### src/rtl/riscv_pkg.sv
// riscv_pkg: shared widths, arbiter state encoding and owner codes for mem_arbiter
package riscv_pkg;
   localparam int ADDR_W_DEF = 32;
   localparam int DATA_W_DEF = 32;
   typedef enum logic [1:0] {IDLE, REQ, WAIT_RSP} arb_state_t;
   localparam logic OWN_I = 1'b0;
   localparam logic OWN_D = 1'b1;
endpackage

### src/rtl/mem_arb_pick.sv
// mem_arb_pick: combinational winner select between the fetch and data requesters
//   i_fetch_valid, i_data_valid : pending requests
//   i_last                      : owner granted last (only with MEM_ARB_RR_EN)
//   o_winner                    : OWN_D or OWN_I, meaningful only while a request is pending
//   MEM_ARB_RR_EN               : round-robin ties instead of fixed data priority
module mem_arb_pick
   import riscv_pkg::*;
(
   input  logic i_fetch_valid,
   input  logic i_data_valid,
`ifdef MEM_ARB_RR_EN
   input  logic i_last,
`endif
   output logic o_winner
);
`ifdef MEM_ARB_RR_EN
   // on a tie the port not granted last wins
   assign o_winner = (i_data_valid && (!i_fetch_valid || i_last == OWN_I)) ? OWN_D : OWN_I;
`else
   assign o_winner = i_data_valid ? OWN_D : OWN_I;
`endif
endmodule

### src/rtl/mem_arbiter.sv
// mem_arbiter: shares one memory port between instruction fetch and load/store, one transaction outstanding
//   clk, reset (async, active-low)
//   i_req_* / i_rsp_* : fetch read request and response
//   d_req_* / d_rsp_* : load/store request and response
//   mem_req_* / mem_rsp_* : shared memory port
//   busy, owner : transaction in flight, and which port owns it
//   MEM_ARB_RR_EN : round-robin tie breaking (default: data port wins ties)
module mem_arbiter
   import riscv_pkg::*;
#(
   parameter int ADDR_W = ADDR_W_DEF,
   parameter int DATA_W = DATA_W_DEF
) (
   input  logic                clk,
   input  logic                reset,
   input  logic                i_req_valid,
   output logic                i_req_ready,
   input  logic [ADDR_W-1:0]   i_addr,
   output logic                i_rsp_valid,
   output logic [DATA_W-1:0]   i_rsp_data,
   input  logic                d_req_valid,
   output logic                d_req_ready,
   input  logic [ADDR_W-1:0]   d_addr,
   input  logic                d_we,
   input  logic [DATA_W-1:0]   d_wdata,
   input  logic [DATA_W/8-1:0] d_wstrb,
   output logic                d_rsp_valid,
   output logic [DATA_W-1:0]   d_rsp_data,
   output logic                mem_req_valid,
   input  logic                mem_req_ready,
   output logic [ADDR_W-1:0]   mem_addr,
   output logic                mem_we,
   output logic [DATA_W-1:0]   mem_wdata,
   output logic [DATA_W/8-1:0] mem_wstrb,
   input  logic                mem_rsp_valid,
   input  logic [DATA_W-1:0]   mem_rsp_data,
   output logic                busy,
   output logic                owner
);
   arb_state_t r_state, w_next;
   logic r_owner, r_we, w_winner, w_accept;
   logic [ADDR_W-1:0] r_addr;
   logic [DATA_W-1:0] r_wdata;
   logic [DATA_W/8-1:0] r_wstrb;
`ifdef MEM_ARB_RR_EN
   logic r_last;
`endif
   mem_arb_pick u_pick (
`ifdef MEM_ARB_RR_EN
      .i_last        (r_last),
`endif
      .i_fetch_valid (i_req_valid),
      .i_data_valid  (d_req_valid),
      .o_winner      (w_winner)
   );
   always_comb begin
      w_next = r_state;
      w_accept = 1'b0;
      i_req_ready = 1'b0;
      d_req_ready = 1'b0;
      i_rsp_valid = 1'b0;
      d_rsp_valid = 1'b0;
      mem_req_valid = 1'b0;
      case (r_state)
         IDLE: begin
            // nothing is offered while reset is held, so the first accept follows release
            w_accept = reset && (i_req_valid || d_req_valid);
            i_req_ready = w_accept && w_winner == OWN_I;
            d_req_ready = w_accept && w_winner == OWN_D;
            w_next = w_accept ? REQ : IDLE;
         end
         REQ: begin
            mem_req_valid = 1'b1;
            w_next = mem_req_ready ? WAIT_RSP : REQ;
         end
         WAIT_RSP: begin
            i_rsp_valid = mem_rsp_valid && r_owner == OWN_I;
            d_rsp_valid = mem_rsp_valid && r_owner == OWN_D;
            w_next = mem_rsp_valid ? IDLE : WAIT_RSP;
         end
         default: w_next = IDLE;
      endcase
   end
   always_ff @(posedge clk or negedge reset) begin
      if (!reset) begin
         r_state <= IDLE;
         r_owner <= OWN_I;
         r_addr <= '0;
         r_we <= 1'b0;
         r_wdata <= '0;
         r_wstrb <= '0;
`ifdef MEM_ARB_RR_EN
         r_last <= OWN_I;
`endif
      end else begin
         r_state <= w_next;
         if (w_accept) begin
            r_owner <= w_winner;
            r_addr <= (w_winner == OWN_D) ? d_addr : i_addr;
            r_we <= (w_winner == OWN_D) && d_we;
            r_wdata <= (w_winner == OWN_D) ? d_wdata : '0;
            r_wstrb <= (w_winner == OWN_D) ? d_wstrb : '0;
`ifdef MEM_ARB_RR_EN
            r_last <= w_winner;
`endif
         end
      end
   end
   assign mem_addr = r_addr;
   assign mem_we = r_we;
   assign mem_wdata = r_wdata;
   assign mem_wstrb = r_wstrb;
   assign i_rsp_data = mem_rsp_data;
   assign d_rsp_data = mem_rsp_data;
   assign busy = r_state != IDLE;
   assign owner = r_owner;
endmodule

### config.mk
export PLATFORM = sky130hd
export DESIGN_NAME = mem_arbiter
export DESIGN_NICKNAME = d
export VERILOG_FILES = /design/src/rtl/riscv_pkg.sv /design/src/rtl/mem_arb_pick.sv /design/src/rtl/mem_arbiter.sv
export SDC_FILE = /design/constraint.sdc
export NUM_CORES = 1
export LEC_CHECK = 0
export ABC_AREA = 1
export CAP_MARGIN = 5
export CORE_MARGIN = 1.5
export CORE_UTILIZATION = 31
export CTS_CLUSTER_SIZE = 14
export DETAILED_ROUTE_END_ITERATION = 8
export GPL_TIMING_DRIVEN = 0
export PLACE_DENSITY_LB_ADDON = 0.05
export SLEW_MARGIN = 10
export SYNTH_ARGS = -nofsm -noshare
export SYNTH_HDL_FRONTEND = slang
export SYNTH_SLANG_ARGS = --single-unit
### constraint.sdc
create_clock -name clk -period 1.5 [get_ports clk]
set_input_delay 0.45 -clock clk [delete_from_list [all_inputs] [get_ports clk]]
set_output_delay 0.45 -clock clk [all_outputs]
set_load 0.05 [all_outputs]
==> run summary <==
======================================================================================
Result of the run ....................................................... finished, violations left
Failing checks .......................................................... design-rule violations, negative setup slack
Area share of the largest cell type after synthesis .....................       0.4847
Kind of end point of the critical path .................................. primary output
Maximum number of pins on one net before global-route repair ............           28
P&R area growth vs syn ..................................................       78.90%
Aggregate routed wire length ............................................     12.05 mm
Count of synthesis-stage warnings from yosys ............................            0
Routing layer with the top usage in global route ........................         met2
Num rows ................................................................           39
Maximum capacitance violations ..........................................            0
Final setup TNS .........................................................     -1470 ps
Drt pass-1 iters ........................................................            8
Final cycle utilization of the critical path ............................        1.225
Total standard cell area after synthesis ................................ 0.003717 sq mm
TritonCTS clock tree ....................................................        built
Largest area contributor in the netlist ................................. sky130_fd_sc_hd__dfrtp_1
Clk sinks ...............................................................           72
Number of diodes added for antenna fixing ...............................            0
Worst Max-Slew Pin Slew .................................................     964.8 ps
Final cell utilization of the core ......................................       0.5750
Largest fanout on the critical path .....................................            3
CP Data Required Time ...................................................      1050 ps
Top_reg_cell synth ...................................................... sky130_fd_sc_hd__dfrtp_1
Placeable core region ................................................... 0.01156 sq mm
Global-route wire length before repair ..................................     19.80 mm
Maximum buffer depth of the clock tree ..................................            2
Total nets after synthesis ..............................................          629
CP Launch Type ..........................................................     register
Total Die Area .......................................................... 0.01266 sq mm
Final HPWL DP ...........................................................     9.208 mm
Post-synthesis sequential area ratio ....................................       0.4847
Final hold slack ........................................................     37.98 ps
Via count of the routed design ..........................................         3908
Number of endpoints with negative hold slack in the final report ........            0
Final count of pins violating max slew ..................................            0
Leakage dissipation .....................................................     3.675 nW
Remaining number of nets flagged by the antenna check after routing .....            0
Power density over cell area ............................................ 1978 mW/mm^2
Die width ...............................................................     112.5 um
Pwr Total ...............................................................    0.01315 W
Fmax achieved ...........................................................    544.3 MHz
Global placement routability congestion .................................       0.7175
Clock latency of the later-clocked register in the worst-skew pair ......       320 ps
Die Height ..............................................................     112.5 um
Number of buffers inserted by port buffering ............................          245
Gr usage total ..........................................................       0.1976
Post-layout worst setup margin ..........................................    -337.3 ps
Setup violations, final .................................................            6
Detailed router's first-iteration violation count .......................          130
Initial cell density of the core ........................................       0.3214
Post-synth cell types ...................................................           15
Via-per-instance ratio ..................................................        4.285
GRT met1 Usage ..........................................................       0.2258
Final Critical Period ...................................................      1837 ps
Vias in the first global route ..........................................         4026
Share of synthesized flip-flops with an asynchronous set or reset .......        1.000
Average detailed-routed wire length per instance ........................     13.21 um
Synth Area per Inst .....................................................  7.586 sq um
Setup CP Type ........................................................... register to primary output
Clock slew at the register clock pins of the worst setup and hold paths .        50 ps
Maximum VDD drop ........................................................   0.001226 V
Clock Skew ..............................................................     6.492 ps
Ratio of cells with drive above 1 in the final layout ...................       0.2796
Most area-consuming cells after synthesis ............................... sky130_fd_sc_hd__dfrtp_1 48%, sky130_fd_sc_hd__nand2_1 28%, sky130_fd_sc_hd__buf_4 13%
Number of antenna violations at the first check in global routing .......            0
CTS buffer count ........................................................            9
Min-Delay Path Class .................................................... primary input to asynchronous set/reset pin
DRC violation count after routing .......................................           20
Post-synthesis register bit count .......................................           72
Cell with the most instances after synthesis ............................ sky130_fd_sc_hd__nand2_1
GRT overflow ............................................................            0
Number of instances in the synthesized netlist ..........................          490
Worst relative slew slack ...............................................       0.3568
Critical Path AT ........................................................      1390 ps
Number of flops mapped to enable cells by yosys .........................            0
Setup repair after global routing missed its margin .....................         true
Leading cell types by count after synthesis ............................. 280 x sky130_fd_sc_hd__nand2_1, 72 x sky130_fd_sc_hd__dfrtp_1, 65 x sky130_fd_sc_hd__buf_4
Met2 demand-to-capacity share in global routing .........................       0.3624
Final layout net count ..................................................          903
IO Pins .................................................................          279
Cell chosen for the clock root .......................................... sky130_fd_sc_hd__clkbuf_16
Met3 Resource Use GR ....................................................      0.06641
Count of H-tree levels built during CTS .................................            3
======================================================================================
## cell type report
cell class,instances,area (sq um)
sequential,72,1805
fill,1137,4915
buffer,86,640.6
timing repair buffer,265,2341
clock inverter,6,82.58
tap,143,178.9
clock buffer,10,239.0
inverter,9,41.29
multi-input combinational,321,1321
## stage by stage
step	std cells	worst slack (ps)	instance area [sq um]
2_1_floorplan	490	-115.2	3786
3_3_place_gp	878	-4287	6417
4_1_cts	905	-357.6	6555
5_1_grt	912	-400.6	6650
6_report	912	-337.3	6650
3_5_place_dp	879	-1425	6442
## worst max-delay path, stage by stage (launching register included)
cell and delay, ps:
sky130_fd_sc_hd__dfrtp_2 430, sky130_fd_sc_hd__nor2_4 170, sky130_fd_sc_hd__nand3_4 90, sky130_fd_sc_hd__buf_8 130, sky130_fd_sc_hd__nor2_4 80, sky130_fd_sc_hd__buf_8 160
## state kept, by name, indices dropped and copies added, names as in the netlist
register and flops:
mem_wstrb 4, mem_we 1, mem_addr 32, r_state 2, mem_wdata 32, owner 1
## placed cells by master, fill, tap and decap left out, drive strengths merged
cell type	instances
dfrtp	72
dlygate4sd2	32
clkdlybuf4s15	34
nand3	33
inv	9
buf	175
clkdlybuf4s50	102
nand2	280
o21ai	2
clkinvlp	1
nor2	5
bufinv	2
dlymetal6s4s	1
nor3b	1
clkinv	3
bufbuf	2
clkbuf	15
## path summary, 6_finish.rpt
path / startpoint / end / slack [ps] / cells after the start
worst max-delay path: r_state[1]$_DFF_PN0_ / i_req_ready / -340 / 5
worst min-delay path: reset / owner$_DFFE_PN0P_ / 40 / 2
worst max register to register: r_state[1]$_DFF_PN0_ / mem_addr[16]$_DFFE_PN0P_ / 80 / 7
worst min register to register: mem_wdata[19]$_DFFE_PN0P_ / mem_wdata[19]$_DFFE_PN0P_ / 460 / 2
max in group asynchronous: reset / mem_addr[28]$_DFFE_PN0P_ / 440 / 2
min in group clk: mem_wdata[19]$_DFFE_PN0P_ / mem_wdata[19]$_DFFE_PN0P_ / 460 / 2
## layer usage
metal,part of all wire,up-vias
li1,-,1976
met1,0.39,1766
met2,0.51,159
met3,0.088,7
met4,0.0056,0
met5,0,-
## timing repair
action | 4_1_cts | 5_1_grt
pin swaps | 3 | 5
buffers inserted | 7 | 9
hold endpoints to repair | 20 | 0
cloned | 2 | 0
gates resized for setup | 469 | 66
hold buffers | 1 | 0
setup endpoints to repair | 190 | 81
## logic make-up (layout without fill, tap and decap cells)
logic type / count (synthesis) / count (layout) / synth area share
flops: 72 / 72 / 0.4847
buf+inv: 97 / 376 / 0.1744
simple gates: 319 / 319 / 0.3383
compound gates: 2 / 2 / 0.002693
## power breakdown
part	total [W]	switching (W)	internal [W]
clock network	0.00227	0.000778	0.00149
registers	0.00337	0.000491	0.00288
logic	0.00751	0.00549	0.00203
total	0.0132	0.00676	0.00640
No activity file was read; power rests on OpenSTA's default activity.
